<file path="config.mk">
export PLATFORM = sky130hd
export DESIGN_NAME = mux4_arbiter
export DESIGN_NICKNAME = d
export VERILOG_FILES = /design/src/rtl/mux4_arbiter.sv
export SDC_FILE = /design/constraint.sdc
export NUM_CORES = 1
export LEC_CHECK = 0
export BUFFER_PORTS_ARGS = -buffer_cell sky130_fd_sc_hd__buf_2
export CAP_MARGIN = 20
export CORE_AREA = 4 4 41 43
export DETAILED_ROUTE_END_ITERATION = 10
export DIE_AREA = 0 0 45 47
export PLACE_DENSITY = 0.71
export SETUP_SLACK_MARGIN = 0.1
export SYNTH_ARGS = -nofsm -noshare
export SYNTH_HDL_FRONTEND = slang
export SYNTH_SLANG_ARGS = --single-unit
</file>
<file path="constraint.sdc">
create_clock -name clk -period 2.1 [get_ports clk]
set_input_delay 0 -clock clk [delete_from_list [all_inputs] [get_ports clk]]
set_output_delay 0 -clock clk [all_outputs]
set_load 0.01 [all_outputs]
</file>
<file path="src/rtl/mux4_arbiter.sv">
// Round-robin arbiter driving the select and one-hot grant of a shared 4-input mux.
// Optional forced-revoke hold limit enabled by defining ARB_TIMEOUT_EN.
module mux4_arbiter #(
    parameter int unsigned MAX_HOLD = 16,
    parameter int unsigned CNT_W    = 8
) (
    input  logic       clk,
    input  logic       rst_n,
    input  logic [3:0] req,
    input  logic       done,
    output logic [3:0] grant,
    output logic [1:0] sel,
    output logic       busy,
    output logic       timeout
);

    typedef enum logic [1:0] {
        IDLE  = 2'd0,
        GRANT = 2'd1,
        REL   = 2'd2
    } state_t;

    localparam logic [CNT_W-1:0] HOLD_LAST = CNT_W'(MAX_HOLD - 1);

    state_t           state, state_nxt;
    logic [1:0]       last, last_nxt;
    logic [CNT_W-1:0] hold_cnt, hold_nxt;
    logic [3:0]       grant_nxt;
    logic [1:0]       sel_nxt;
    logic             busy_nxt;
    logic             timeout_nxt;
    logic [1:0]       winner_c;
    logic             found_c;
    logic             to_en_c;
    logic             release_c;
    logic             force_c;

`ifdef ARB_TIMEOUT_EN
    assign to_en_c = 1'b1;
`else
    assign to_en_c = 1'b0;
`endif

    // Round-robin search starting one past the last owner, wrapping 3->0.
    always_comb begin
        logic [1:0] cand;
        found_c  = 1'b0;
        winner_c = last;
        cand     = last;
        for (int i = 1; i <= 4; i++) begin
            cand = last + 2'(i);
            if (!found_c && req[cand]) begin
                found_c  = 1'b1;
                winner_c = cand;
            end
        end
    end

    assign release_c = done || !req[sel];
    assign force_c   = to_en_c && (hold_cnt == HOLD_LAST);

    always_comb begin
        state_nxt   = state;
        last_nxt    = last;
        hold_nxt    = hold_cnt;
        grant_nxt   = 4'b0000;
        sel_nxt     = sel;
        busy_nxt    = 1'b0;
        timeout_nxt = 1'b0;
        case (state)
            IDLE: begin
                if (found_c) begin
                    state_nxt = GRANT;
                    grant_nxt = 4'(1) << winner_c;
                    sel_nxt   = winner_c;
                    last_nxt  = winner_c;
                    busy_nxt  = 1'b1;
                    hold_nxt  = '0;
                end
            end
            GRANT: begin
                // A normal release wins over the hold limit, so no pulse then.
                if (release_c) begin
                    state_nxt = REL;
                end else if (force_c) begin
                    state_nxt   = REL;
                    timeout_nxt = 1'b1;
                end else begin
                    grant_nxt = grant;
                    busy_nxt  = 1'b1;
                    if (hold_cnt != '1) begin
                        hold_nxt = hold_cnt + CNT_W'(1);
                    end
                end
            end
            REL:     state_nxt = IDLE;
            default: state_nxt = IDLE;
        endcase
    end

    always_ff @(posedge clk or negedge rst_n) begin
        if (!rst_n) begin
            state    <= IDLE;
            last     <= 2'd3;
            hold_cnt <= '0;
            grant    <= 4'b0000;
            sel      <= 2'b00;
            busy     <= 1'b0;
            timeout  <= 1'b0;
        end else begin
            state    <= state_nxt;
            last     <= last_nxt;
            hold_cnt <= hold_nxt;
            grant    <= grant_nxt;
            sel      <= sel_nxt;
            busy     <= busy_nxt;
            timeout  <= timeout_nxt;
        end
    end

endmodule
</file>
# After elaboration in Yosys (flattened, before gate mapping)
# Cells that the tools add are included.
dict set report totals {
  reg_bits 11
  inputBits 7
  output_inout_bits 8
  word_cells 55
}
dict set report op_classes {
  addsub 3
  n_lt_le_gt_ge 5
  eq_ne 3
  shift 1
  n_mux 27
  n_reduce_logical 11
}
# operator count
set ops {}
lappend ops {{$lt 2x3->1 const B} 5}
lappend ops {{$mux 2} 6}
lappend ops {{$mux 1} 11}
lappend ops {{$bmux 1 s2} 5}
lappend ops {{$mux 4} 2}
lappend ops {{$pmux 4 s2} 1}
lappend ops {{$add 2x2->2 const B} 2}
lappend ops {{$logic_not 1->1} 4}
lappend ops {{$ne 2x2->1 const B} 2}
lappend ops {{$pmux 2 s2} 1}
lappend ops {{$reduce_and 2->1} 2}
lappend ops {{$shl 1x2->4 const A} 1}
lappend ops {{$logic_and 1x1->1} 3}
lappend ops {{$add 2x1->2 const B} 1}
lappend ops {{$eq 2x1->1 const B} 1}
lappend ops {{$logic_not 2->1} 1}
lappend ops {{$pmux 1 s2} 1}
lappend ops {{$logic_or 1x1->1} 1}

# Logic depth before layout (Yosys ltp)
# Gate-level depths: netlist of the first run.
dict set report depth {
  depth_word 16
  depth_mapped 5
  ltp_nobuf 4
}

# Worst setup path before layout of the first run
# No wires, ideal clock.
dict set report synth_path {
  kind {flip-flop to flip-flop}
  start {register sel[0]}
  end {register grant[0]}
  setup_ns 0.121
  arrival_time_ns 1.417
  required_ns 1.979
  setup_slack_ns 0.562
  stages_incl_launch_ff 5
  n_path_buf 0
  synth_period_minus_slack_ns 1.538
  cell_sequence {dfrtp_1 > mux4_2 > nor2b_4 > and3b_1 > a22o_1}
}
dict set report synth_via {
  elab_chain_len 5
}
# element line
set synth_lines {}
lappend synth_lines {{start: declaration} 12} ;# output logic [1:0] sel,
lappend synth_lines {{start signal: assignment} 115} ;# sel <= sel_nxt;
lappend synth_lines {{$bmux 1 s2} 59} ;# assign release_c = done || !req[sel];
lappend synth_lines {{$mux 1 (not written as such)} 59}
lappend synth_lines {{$logic_not 1->1} 59}
lappend synth_lines {{$logic_or 1x1->1} 59}
lappend synth_lines {{$ne 2x2->1 (no source line)} n/a}
lappend synth_lines {{end signal: assignment} 114} ;# grant <= grant_nxt;
lappend synth_lines {{end: declaration} 11} ;# output logic [3:0] grant,
# Every way passes these cells. The select of a mux whose other input is x is not followed.
# A chain may end at the register's enable or synchronous reset.

# Worst setup path after layout of the first run
dict set report layout_path {
  start {register last[1]}
  end {register grant[0]}
}
dict set report layout_via {
  elab_chain_len 16
  elab_cells_between_ends 28
  cone_classes {add/sub: 3; shift: 1; mux: 18; reduce/logical: 6}
}
# element line
set layout_lines {}
lappend layout_lines {{start: declaration} 26} ;# logic [1:0] last, last_nxt;
lappend layout_lines {{start signal: assignment} 112} ;# last <= last_nxt;
lappend layout_lines {{$add 2x1->2} 51} ;# cand = last + 2'(i);
lappend layout_lines {{$bmux 1 s2} 52} ;# if (!found_c && req[cand]) begin
lappend layout_lines {{$mux 1 (not written as such)} 52}
lappend layout_lines {{$mux 1} 52}
lappend layout_lines {{$logic_not 1->1} 52}
lappend layout_lines {{$logic_and 1x1->1} 52}
lappend layout_lines {{$mux 1} 52}
lappend layout_lines {{$logic_not 1->1} 52}
lappend layout_lines {{$logic_and 1x1->1} 52}
lappend layout_lines {{$mux 1} 52}
lappend layout_lines {{$logic_not 1->1} 52}
lappend layout_lines {{$logic_and 1x1->1} 52}
lappend layout_lines {{$mux 2} 52}
lappend layout_lines {{$shl 1x2->4} 74} ;# grant_nxt = 4'(1) << winner_c;
lappend layout_lines {{$mux 4 (*)} 72} ;# if (found_c) begin
lappend layout_lines {{$pmux 4 s2 (*)} 70} ;# case (state)
# Mark *: on every way between the ends. The rest lies on a longest branch, timed or not. The select of a mux whose other input is x is not followed.

==> results of run 1 <==
## final cells by class
| type | count | area (sq um) | area share [%] |
|---|---|---|---|
| clock buffers | 4 | 26.3 | 3.93 |
| well taps | 15 | 18.8 | 2.80 |
| multi-input cells | 35 | 249 | 37.2 |
| inverters | 4 | 15.0 | 2.24 |
| flip-flops and latches | 11 | 278 | 41.5 |
| repair buffers | 15 | 82.6 | 12.3 |
## kinds of logic (layout without fill, tap and decap cells)
family | Yosys count | in the layout | share of synthesized area [%]
AO/OA/AOI/OAI | 16 | 16 | 20.6
buffers and inverters | 7 | 23 | 5.60
flip-flops | 11 | 11 | 49.8
multiplexers | 2 | 2 | 5.83
other | 1 | 1 | 0.672
AND/OR/NAND/NOR | 16 | 16 | 17.5
## critical path, cell delays in order, from the launching register on
cell	delay (ps)
sky130_fd_sc_hd__dfstp_2	610
sky130_fd_sc_hd__mux2i_1	200
sky130_fd_sc_hd__o22ai_1	110
sky130_fd_sc_hd__nor3_1	390
sky130_fd_sc_hd__a22o_1	190
## cells in the mapped netlist (all sizes together), types with 2 or more instances
master and instances:
nand2b 2, buf 2, nor2 2, a22o 2
o21a 2, o21ai 3, a21oi 3, inv 4
dfrtp 9, dfstp 2, o32ai 2, nand2 5
## layout by cell type, fill, tap and decap left out, types with 2 or more instances in the layout
cell / Yosys / final
sky130_fd_sc_hd__buf_2: 1 / 13
sky130_fd_sc_hd__dfrtp_1: 9 / 9
sky130_fd_sc_hd__nand2_1: 5 / 5
sky130_fd_sc_hd__inv_1: 4 / 4
sky130_fd_sc_hd__a21oi_1: 3 / 3
sky130_fd_sc_hd__o21ai_0: 3 / 3
sky130_fd_sc_hd__clkbuf_4: 0 / 3
sky130_fd_sc_hd__nor2_1: 2 / 2
sky130_fd_sc_hd__nand2b_1: 2 / 2
sky130_fd_sc_hd__o21a_1: 2 / 2
sky130_fd_sc_hd__a22o_1: 2 / 2
sky130_fd_sc_hd__o32ai_1: 2 / 2
sky130_fd_sc_hd__dfstp_2: 2 / 2
## state kept, by name (all words and copies together) (netlist names)
signal	count
grant	4
state	2
sel	2
last	2
busy	1
## worst max-delay path by stage
stage | end | slack [ps] | from
3_5_place_dp | grant[0] | 570 | sel[0]
3_3_place_gp | grant[2] | 590 | last[1]
2_1_floorplan | grant[0] | 560 | sel[0]
5_1_grt | grant[0] | 430 | last[1]
4_1_cts | grant[0] | 560 | last[1]
6_report | grant[0] | 540 | last[1]
## stage by stage
step                      instances  hold slack, ps  setup slack (ps)  utilization, %
final                            84            59.9               545            51.4
after global routing             84            47.6               426            51.4
after CTS                        84            47.4               559            51.4
after detailed placement         79            -114               575            48.7
after global placement           79            -126               588            48.7
after floorplan                  53            -296               562               -
## power by group through the flow
| stage | Sequential, mW | Clock, mW | Combinational (mW) |
|---|---|---|---|
| 3_3_place_gp | 0.410 | 0 | 0.429 |
| 5_1_grt | 0.430 | 0.165 | 0.486 |
| 2_1_floorplan | 0.414 | 0 | 0.288 |
| 3_5_place_dp | 0.416 | 0 | 0.439 |
| 6_report | 0.413 | 0.143 | 0.432 |
| 4_1_cts | 0.413 | 0.152 | 0.441 |
## layer usage
metal,global-route usage [%],vias to the layer above
met4,10.5,0
met3,3.45,2
met1,18.6,225
met2,20.6,13
met5,0,-
li1,-,221
## what timing repair did
| item | 4_1_cts | 5_1_grt |
|---|---|---|
| setup endpoints to repair | 0 | 0 |
| hold endpoints to repair | 11 | 0 |
| hold buffers | 1 | 0 |
==> reports/summary.log, run 1 <==
qor: power.clkPwrFrac 14.4%
qor: synthesis.yosys-top-cells-area sky130_fd_sc_hd__dfrtp_1 40%, sky130_fd_sc_hd__dfstp_2 9.4%, sky130_fd_sc_hd__mux4_2 4.0%
qor: setup_path.timing.critical_path.required 2310 ps
qor: setup_path.regToRegSetupSlack 540 ps
qor: worst_hold_path.holdCritPathClass primary input to flip-flop
qor: clock_network.clkTransAtPathRegs 70 ps
qor: synthesis.synth_warnings 0
qor: detailed_routing.met3_length 71 microns
qor: synthesis.synth.largest_area_cell sky130_fd_sc_hd__dfrtp_1
qor: cells_and_area.syn2layout_area_growth 20.0%
qor: cells_and_area.layout.nets 77
qor: die.core_area 1300 sq um
qor: detailed_routing.route.final.wire_length 1.20 mm
qor: power.p_int 0.611 mW
qor: setup_path.worst_reg2reg_path_endpoint grant[0]
qor: clock_network.worst_skew_pair.late_latency 260 ps
qor: sta.slew_viol_final 0
qor: synthesis.synth_nets 60
qor: detailed_routing.wl_met2 568 microns
qor: clock_network.clk_sink_count 11
qor: cells_and_area.antenna_cells 0
qor: synthesis.synth_area_per_cell 10.5 sq um
qor: setup_path.crit_path_max_fanout 8
qor: place.dpl_cell_area 633 sq um
qor: sta.period_needed 1560 ps
qor: power.fraction_of_power_spent_switching_nets 38.2%
qor: cells_and_area.finish.instance_area 669 sq um
qor: setup_path.reg2reg_start last[1]
qor: clock_network.htreeDepth 1
qor: setup_path.worst_setup_sp_type flip-flop
qor: place.gp_congestion 0.808
qor: synthesis.yosysSeqAreaShare 49.8%
qor: die.die_h 47 microns
qor: die.start_util 42.9%
qor: power.p_seq_share 41.8%
qor: sta.timing.clock.skew 0.572 ps
qor: clock_network.cts_tree built
qor: power.combinationalPowerShare 43.8%
qor: die.die_w 45 microns
qor: worst_hold_path.worstHoldEndpoint state[1]
qor: place.place_hpwl 938 microns
qor: setup_path.rr_worst_depth 4
qor: place.place.port_buffers 13
qor: clock_network.post_cts_resize_count 0
qor: power.total_leakage_power 0.324 nW
qor: clock_network.post_cts.repair.setup_buffers 0
qor: detailed_routing.drcViolationCount 0
qor: detailed_routing.overall_via_count_from_detail_route 461
qor: synthesis.syn-cell-area 558 sq um
qor: power.vdd_drop_max 642 uV
qor: setup_path.cp.arrival 1760 ps
qor: synthesis.synth-edff-count 0
qor: synthesis.async_flop_share 100%
qor: synthesis.post_synth_inst_count 53
qor: synthesis.synthDistinctLibCells 28
qor: detailed_routing.first_iter_violations 10
qor: die.floorplan.io_pins 15
qor: detailed_routing.detail_route.vias_per_cell 5.49
qor: run.max_cap_viol_count 0
qor: clock_network.numCtsBuffers 3
qor: clock_network.clk_path_buf_depth 2
qor: synthesis.synth-seq-cells 11
qor: sta.min_period_over_period 74.1%
qor: setup_path.setup.worst_path.end_class flip-flop
qor: detailed_routing.route.top_layer_used met4
qor: detailed_routing.route.antenna.remaining_nets 0
qor: global_routing.number_of_antenna_violations_at_the_first_check_in_global_routing 0
qor: detailed_routing.drtPass1Iterations 4
qor: sta.hold_violations 0
qor: die.fp-row-count 13
qor: global_routing.first_global_vias 438
qor: power.power.net_switching 0.378 mW
qor: clock_network.ctsRootBufferMaster sky130_fd_sc_hd__clkbuf_4
qor: worst_hold_path.min_delay_path_depth 3
qor: outcome.status finished clean
qor: sta.rsz0062_at_grt false
qor: global_routing.first_pass_grt_wire_length 2.03 mm
qor: synthesis.synth_top_cell_area_share 40.4%
qor: global_routing.grt.overflow.total 0
qor: synthesis.ys_dominant_reg_cell sky130_fd_sc_hd__dfrtp_1
qor: cells_and_area.fill_cells 135
qor: power.power.density 1480 nW/um^2
qor: setup_path.worst-setup-path-type flip-flop to flip-flop
qor: global_routing.grt_max_degree 12
qor: detailed_routing.routed_len_inst 14.3 microns
qor: die.dieArea 2120 sq um
qor: detailed_routing.drt-met1-wl 550 microns
qor: worst_hold_path.hp-start done
qor: global_routing.grt_usage 14.3%
qor: sta.finalSetupViolations 0
qor: power.post-layout-total-power 0.988 mW
qor: sta.timing.fmax 643 MHz
qor: sta.tns 0 ps
qor: cells_and_area.drive_above_1_share 33.3%
(Power assumes the default switching activity.)
==> run 2, diff against run 1 <==
Clock period 2.1 ns to 1.53 ns, I/O delays scaled along.
==> reports/summary.log, run 2 (same netlist as run 1, synthesis figures left out) <==
qor: cells_and_area.final_core_util 58.4%
qor: sta.slew_viol_final 0
qor: sta.hold_violations 0
qor: clock_network.clk_sink_count 11
qor: cells_and_area.layout.cells.most_common_list 13 x sky130_fd_sc_hd__buf_2, 9 x sky130_fd_sc_hd__dfrtp_1, 6 x sky130_fd_sc_hd__buf_4, 5 x sky130_fd_sc_hd__nand2_1, 4 x sky130_fd_sc_hd__inv_1
qor: worst_hold_path.min_delay_path_depth 3
qor: place.dpl_cell_area 641 sq um
qor: run.max_cap_viol_count 0
qor: clock_network.worst_skew_pair.late_latency 270 ps
qor: clock_network.clk_path_buf_depth 2
qor: detailed_routing.route.antenna.remaining_nets 0
qor: clock_network.clkTransAtPathRegs 70 ps
qor: setup_path.regToRegSetupSlack 20 ps
qor: cells_and_area.finish.instance_area 759 sq um
qor: power.power.density 2100 nW/um^2
qor: die.core_area 1300 sq um
qor: worst_hold_path.worstHoldEndpoint state[1]
qor: detailed_routing.routed_len_inst 15.5 microns
qor: sta.finalSetupViolations 0
qor: place.place_hpwl 951 microns
qor: place.place.port_buffers 13
qor: global_routing.first_global_vias 452
qor: sta.period_needed 1510 ps
qor: cells_and_area.final_common_cell sky130_fd_sc_hd__buf_2
qor: cells_and_area.drive_above_1_share 47.3%
qor: cells_and_area.antenna_cells 0
qor: cells_and_area.syn2layout_area_growth 36.1%
qor: cells_and_area.registers.top_by_ff_count grant
qor: setup_path.cpLargestDelayFamily multiplexers
qor: setup_path.reg2reg_start sel[0]
qor: place.dp_cells 80
qor: power.total_leakage_power 0.363 nW
qor: sta.timing.fmax 664 MHz
qor: setup_path.worst_reg2reg_path_endpoint grant[0]
qor: setup_path.rr_worst_depth 4
qor: setup_path.timing.critical_path.slowest_cell_delay 500 ps
qor: clock_network.cts_tree built
qor: setup_path.cp.arrival 1660 ps
qor: global_routing.grt_max_degree 12
qor: place.gp_congestion 0.809
qor: worst_hold_path.hp-start done
qor: setup_path.timing.critical_path.required 1680 ps
qor: cells_and_area.layoutNonFillerInstCount 89
qor: global_routing.grt_usage 13.7%
qor: global_routing.grt.overflow.total 0
qor: detailed_routing.drcViolationCount 0
qor: cells_and_area.largest_register_ff_count 4
qor: clock_network.htreeDepth 1
qor: detailed_routing.detail_route.vias_per_cell 5.37
qor: die.floorplan.io_pins 15
qor: setup_path.timing.critical_path.cells mux4_2 -> nor2b_4 -> and3b_1 -> a22o_1
qor: die.die_h 47 microns
qor: clock_network.ctsRootBufferMaster sky130_fd_sc_hd__clkbuf_4
qor: die.die_w 45 microns
qor: setup_path.worst-setup-path-type flip-flop to flip-flop
qor: sta.timing.clock.skew 0.884 ps
qor: detailed_routing.first_iter_violations 6
qor: detailed_routing.overall_via_count_from_detail_route 478
qor: die.start_util 42.9%
qor: setup_path.setup.worst_path.end_class flip-flop
qor: detailed_routing.drtPass1Iterations 5
qor: global_routing.first_pass_grt_wire_length 2.07 mm
qor: clock_network.numCtsBuffers 3
qor: die.dieArea 2120 sq um
qor: setup_path.timing.critical_path.slowest_stage_cell sky130_fd_sc_hd__mux4_2
qor: setup_path.worst_setup_sp_type flip-flop
qor: setup_path.critical_path.n_buffers_inverters 0
qor: detailed_routing.route.final.wire_length 1.38 mm
qor: die.fp-row-count 13
qor: power.post-layout-total-power 1.60 mW
qor: setup_path.crit_path_max_fanout 3
qor: power.vdd_drop_max 1080 uV
qor: cells_and_area.layout.nets 82
qor: sta.rsz0062_at_grt true
qor: global_routing.number_of_antenna_violations_at_the_first_check_in_global_routing 0
qor: outcome.status finished clean
qor: worst_hold_path.holdCritPathClass primary input to flip-flop
qor: sta.min_period_over_period 98.4%
==> run 2: layer usage <==
metal | vias to the layer above | wire, microns | track usage [%]
li1 | 232 | - | -
met1 | 233 | 644 | 19.8
met2 | 13 | 659 | 21.2
met3 | 0 | 77 | 2.68
met4 | 0 | 0 | 3.51
met5 | - | 0 | 0
==> run 2: metrics by stage <==
stage | hold slack (ps) | setup slack, ps | TNS (ps)
CTS | 48.6 | 22.2 | 0
detailed placement | -112 | 0.665 | 0
global placement | -127 | 63.3 | 0
global route | 64.3 | -31.4 | -58.4
floorplan | -296 | 13.1 | 0
finish | 54.7 | 24.9 | 0
==> run 2: tightest hold or removal path, stage by stage <==
cell and delay [ps]:
sky130_fd_sc_hd__buf_2 120, sky130_fd_sc_hd__nor2b_4 110, sky130_fd_sc_hd__nor3b_1 50
==> run 2: how the worst max path moves through the flow <==
stage | from | endpoint | slack (ps) | cells after the start
2_1_floorplan | sel[0] | grant[0] | 10 | 4
5_1_grt | sel[0] | grant[0] | -30 | 4
3_5_place_dp | sel[0] | grant[0] | 0.7 | 4
3_3_place_gp | sel[0] | grant[2] | 60 | 4
4_1_cts | sel[0] | grant[0] | 20 | 4
6_report | sel[0] | grant[0] | 20 | 4
==> run 2: what timing repair did <==
item | CTS | global route
setup buffers | 2 | 2
setup endpoints to repair | 4 | 6
hold endpoints to repair | 11 | 0
gates resized for setup | 5 | 4
pin swaps | 2 | 6
hold buffers | 1 | 0
==> run 2: area by class of cell <==
class	count	area, sq um
Fill cell	126	542
Multi-Input combinational cell	35	302
Sequential cell	11	278
Timing Repair Buffer	20	120
Clock buffer	4	26.3
Tap cell	15	18.8
Inverter	4	15.0
==> run 2: power by group <==
group / total (mW) / switching (mW) / internal, mW
Sequential: 0.560 / 0.111 / 0.449
Combinational: 0.836 / 0.414 / 0.422
Clock: 0.201 / 0.100 / 0.101
Total: 1.60 / 0.625 / 0.972
==> run 3, diff against run 2 <==
Settings changed: MAX_ROUTING_LAYER from default to met4.
==> reports/summary.log, run 3 (same netlist as run 1, synthesis figures left out) <==
qor: cells_and_area.final_core_util 58.4%
qor: global_routing.grt.overflow.total 0
qor: clock_network.htreeDepth 1
qor: die.floorplan.io_pins 15
qor: setup_path.worst-setup-path-type flip-flop to flip-flop
qor: setup_path.number_of_gates_on_the_worst_path_with_buffers_counted 4
qor: cells_and_area.drive_above_1_share 47.3%
qor: clock_network.clk_path_buf_depth 2
qor: power.p_seq_share 35.1%
qor: cells_and_area.syn2layout_area_growth 36.1%
qor: clock_network.numCtsBuffers 3
qor: setup_path.regToRegSetupSlack 20 ps
qor: sta.tns 0 ps
qor: sta.worst_case_setup_margin_in_the_final_layout 24.9 ps
qor: clock_network.ctsRootBufferMaster sky130_fd_sc_hd__clkbuf_4
qor: global_routing.first_pass_grt_wire_length 2.07 mm
qor: sta.slew_viol_final 0
qor: global_routing.number_of_antenna_violations_at_the_first_check_in_global_routing 0
qor: die.dieArea 2120 sq um
qor: detailed_routing.drtPass1Iterations 5
qor: setup_path.worst_reg2reg_path_endpoint grant[0]
qor: place.place_hpwl 951 microns
qor: detailed_routing.route.final.wire_length 1.38 mm
qor: cells_and_area.layoutNonFillerInstCount 89
qor: setup_path.reg2reg_start sel[0]
qor: setup_path.critical_path.n_buffers_inverters 0
qor: cells_and_area.antenna_cells 0
qor: clock_network.worst_skew_pair.late_latency 270 ps
qor: power.clkPwrFrac 12.6%
qor: clock_network.clkTransAtPathRegs 70 ps
qor: detailed_routing.drcViolationCount 0
qor: cells_and_area.largest_register_ff_count 4
qor: global_routing.grt_max_degree 12
qor: sta.rsz0062_at_grt true
qor: setup_path.setup.worst_path.end_class flip-flop
qor: place.dp_cells 80
qor: power.total_leakage_power 0.363 nW
qor: worst_hold_path.holdCritPathClass primary input to flip-flop
qor: sta.final.hold.worst_slack 54.7 ps
qor: die.core_area 1300 sq um
qor: clock_network.clk_sink_count 11
qor: sta.timing.clock.skew 0.877 ps
qor: place.pre_cts_slack 0.665 ps
qor: cells_and_area.layout.cells.most_common_list 13 x sky130_fd_sc_hd__buf_2, 9 x sky130_fd_sc_hd__dfrtp_1, 6 x sky130_fd_sc_hd__buf_4, 5 x sky130_fd_sc_hd__nand2_1, 4 x sky130_fd_sc_hd__inv_1
qor: detailed_routing.overall_via_count_from_detail_route 478
qor: cells_and_area.final_common_cell sky130_fd_sc_hd__buf_2
qor: power.fraction_of_power_spent_switching_nets 39.1%
qor: die.die_h 47 microns
qor: outcome.status finished clean
qor: sta.hold_violations 0
qor: sta.min_period_over_period 98.4%
qor: place.dpl_cell_area 641 sq um
qor: cells_and_area.fill_cells 126
qor: sta.finalSetupViolations 0
qor: cells_and_area.layout.nets 82
qor: setup_path.cp.arrival 1660 ps
qor: power.p_int 0.972 mW
qor: detailed_routing.route.antenna.remaining_nets 0
qor: place.gp_congestion 0.821
qor: setup_path.cpLargestDelayFamily multiplexers
qor: place.place.port_buffers 13
qor: power.power.net_switching 0.625 mW
qor: power.post-layout-total-power 1.60 mW
qor: global_routing.grt_usage 14.2%
qor: setup_path.critPathCapture grant[0]
qor: run.max_cap_viol_count 0
qor: setup_path.rr_worst_depth 4
qor: die.start_util 42.9%
qor: setup_path.worst_setup_sp_type flip-flop
qor: power.vdd_drop_max 1080 uV
qor: sta.period_needed 1510 ps
qor: setup_path.timing.critical_path.slowest_stage_cell sky130_fd_sc_hd__mux4_2
qor: cells_and_area.registers.top_by_ff_count grant
qor: die.die_w 45 microns
qor: cells_and_area.finish.instance_area 759 sq um
qor: die.fp-row-count 13
qor: global_routing.first_global_vias 452
qor: setup_path.timing.critical_path.slowest_cell_delay 500 ps
qor: setup_path.timing.critical_path.required 1680 ps
qor: detailed_routing.detail_route.vias_per_cell 5.37
qor: detailed_routing.routed_len_inst 15.5 microns
qor: clock_network.cts_tree built
qor: sta.timing.fmax 664 MHz
qor: detailed_routing.first_iter_violations 6
qor: setup_path.timing.critical_path.cells mux4_2 -> nor2b_4 -> and3b_1 -> a22o_1
qor: setup_path.crit_path_max_fanout 3
qor: setup_path.start_point_of_the_critical_path sel[0]
qor: power.combinationalPowerShare 52.3%
qor: power.power.density 2100 nW/um^2
## run 3: cell counts in the layout (fill, tap and decap cells not counted)
Identical to the previous run, type by type.
## run 3: final cells by class
type	instances	area (sq um)	share of cell area, %
clock buffers	4	26.3	3.46
flip-flops and latches	11	278	36.6
multi-input cells	35	302	39.7
inverters	4	15.0	1.98
repair buffers	20	120	15.8
well taps	15	18.8	2.47
## run 3: metal layers
metal	track usage [%]	share of wire (%)	up-vias
li1	-	-	232
met1	20.0	47	233
met2	21.2	48	13
met3	2.30	5.1	0
met4	3.51	0	0
met5	-	0	-
## run 3: worst min-delay path by stage
| stage | slack (ps) | cells after the start | end | from |
|---|---|---|---|---|
| CTS | 50 | 3 | state[1] | done |
| global route | 60 | 3 | state[1] | done |
| detailed placement | -110 | 1 | busy | rst_n |
| finish | 50 | 3 | state[1] | done |
| floorplan | -300 | 0 | busy | rst_n |
| global placement | -130 | 1 | grant[1] | rst_n |
## run 3: power groups by stage
stage          registers (mW)  logic, mW  clock network, mW
6_report                0.560      0.836              0.201
5_1_grt                 0.579      0.905              0.220
4_1_cts                 0.568      0.736              0.205
3_5_place_dp            0.572      0.621                  0
3_3_place_gp            0.562      0.607                  0
2_1_floorplan           0.568      0.394                  0
## run 3: timing repair
| item | 4_1_cts | 5_1_grt |
|---|---|---|
| setup endpoints to repair | 4 | 6 |
| endpoints found under the hold margin | 11 | 0 |
| pin swaps | 2 | 6 |
| hold buffers | 1 | 0 |
| gates resized for setup | 5 | 4 |
| buffers inserted | 2 | 2 |
| cloned | 0 | 0 |
## run 3: worst min-delay path: cells and delay by family
family | cells | cell delay, ps
simple gates | 2 | 160
buf+inv | 1 | 120
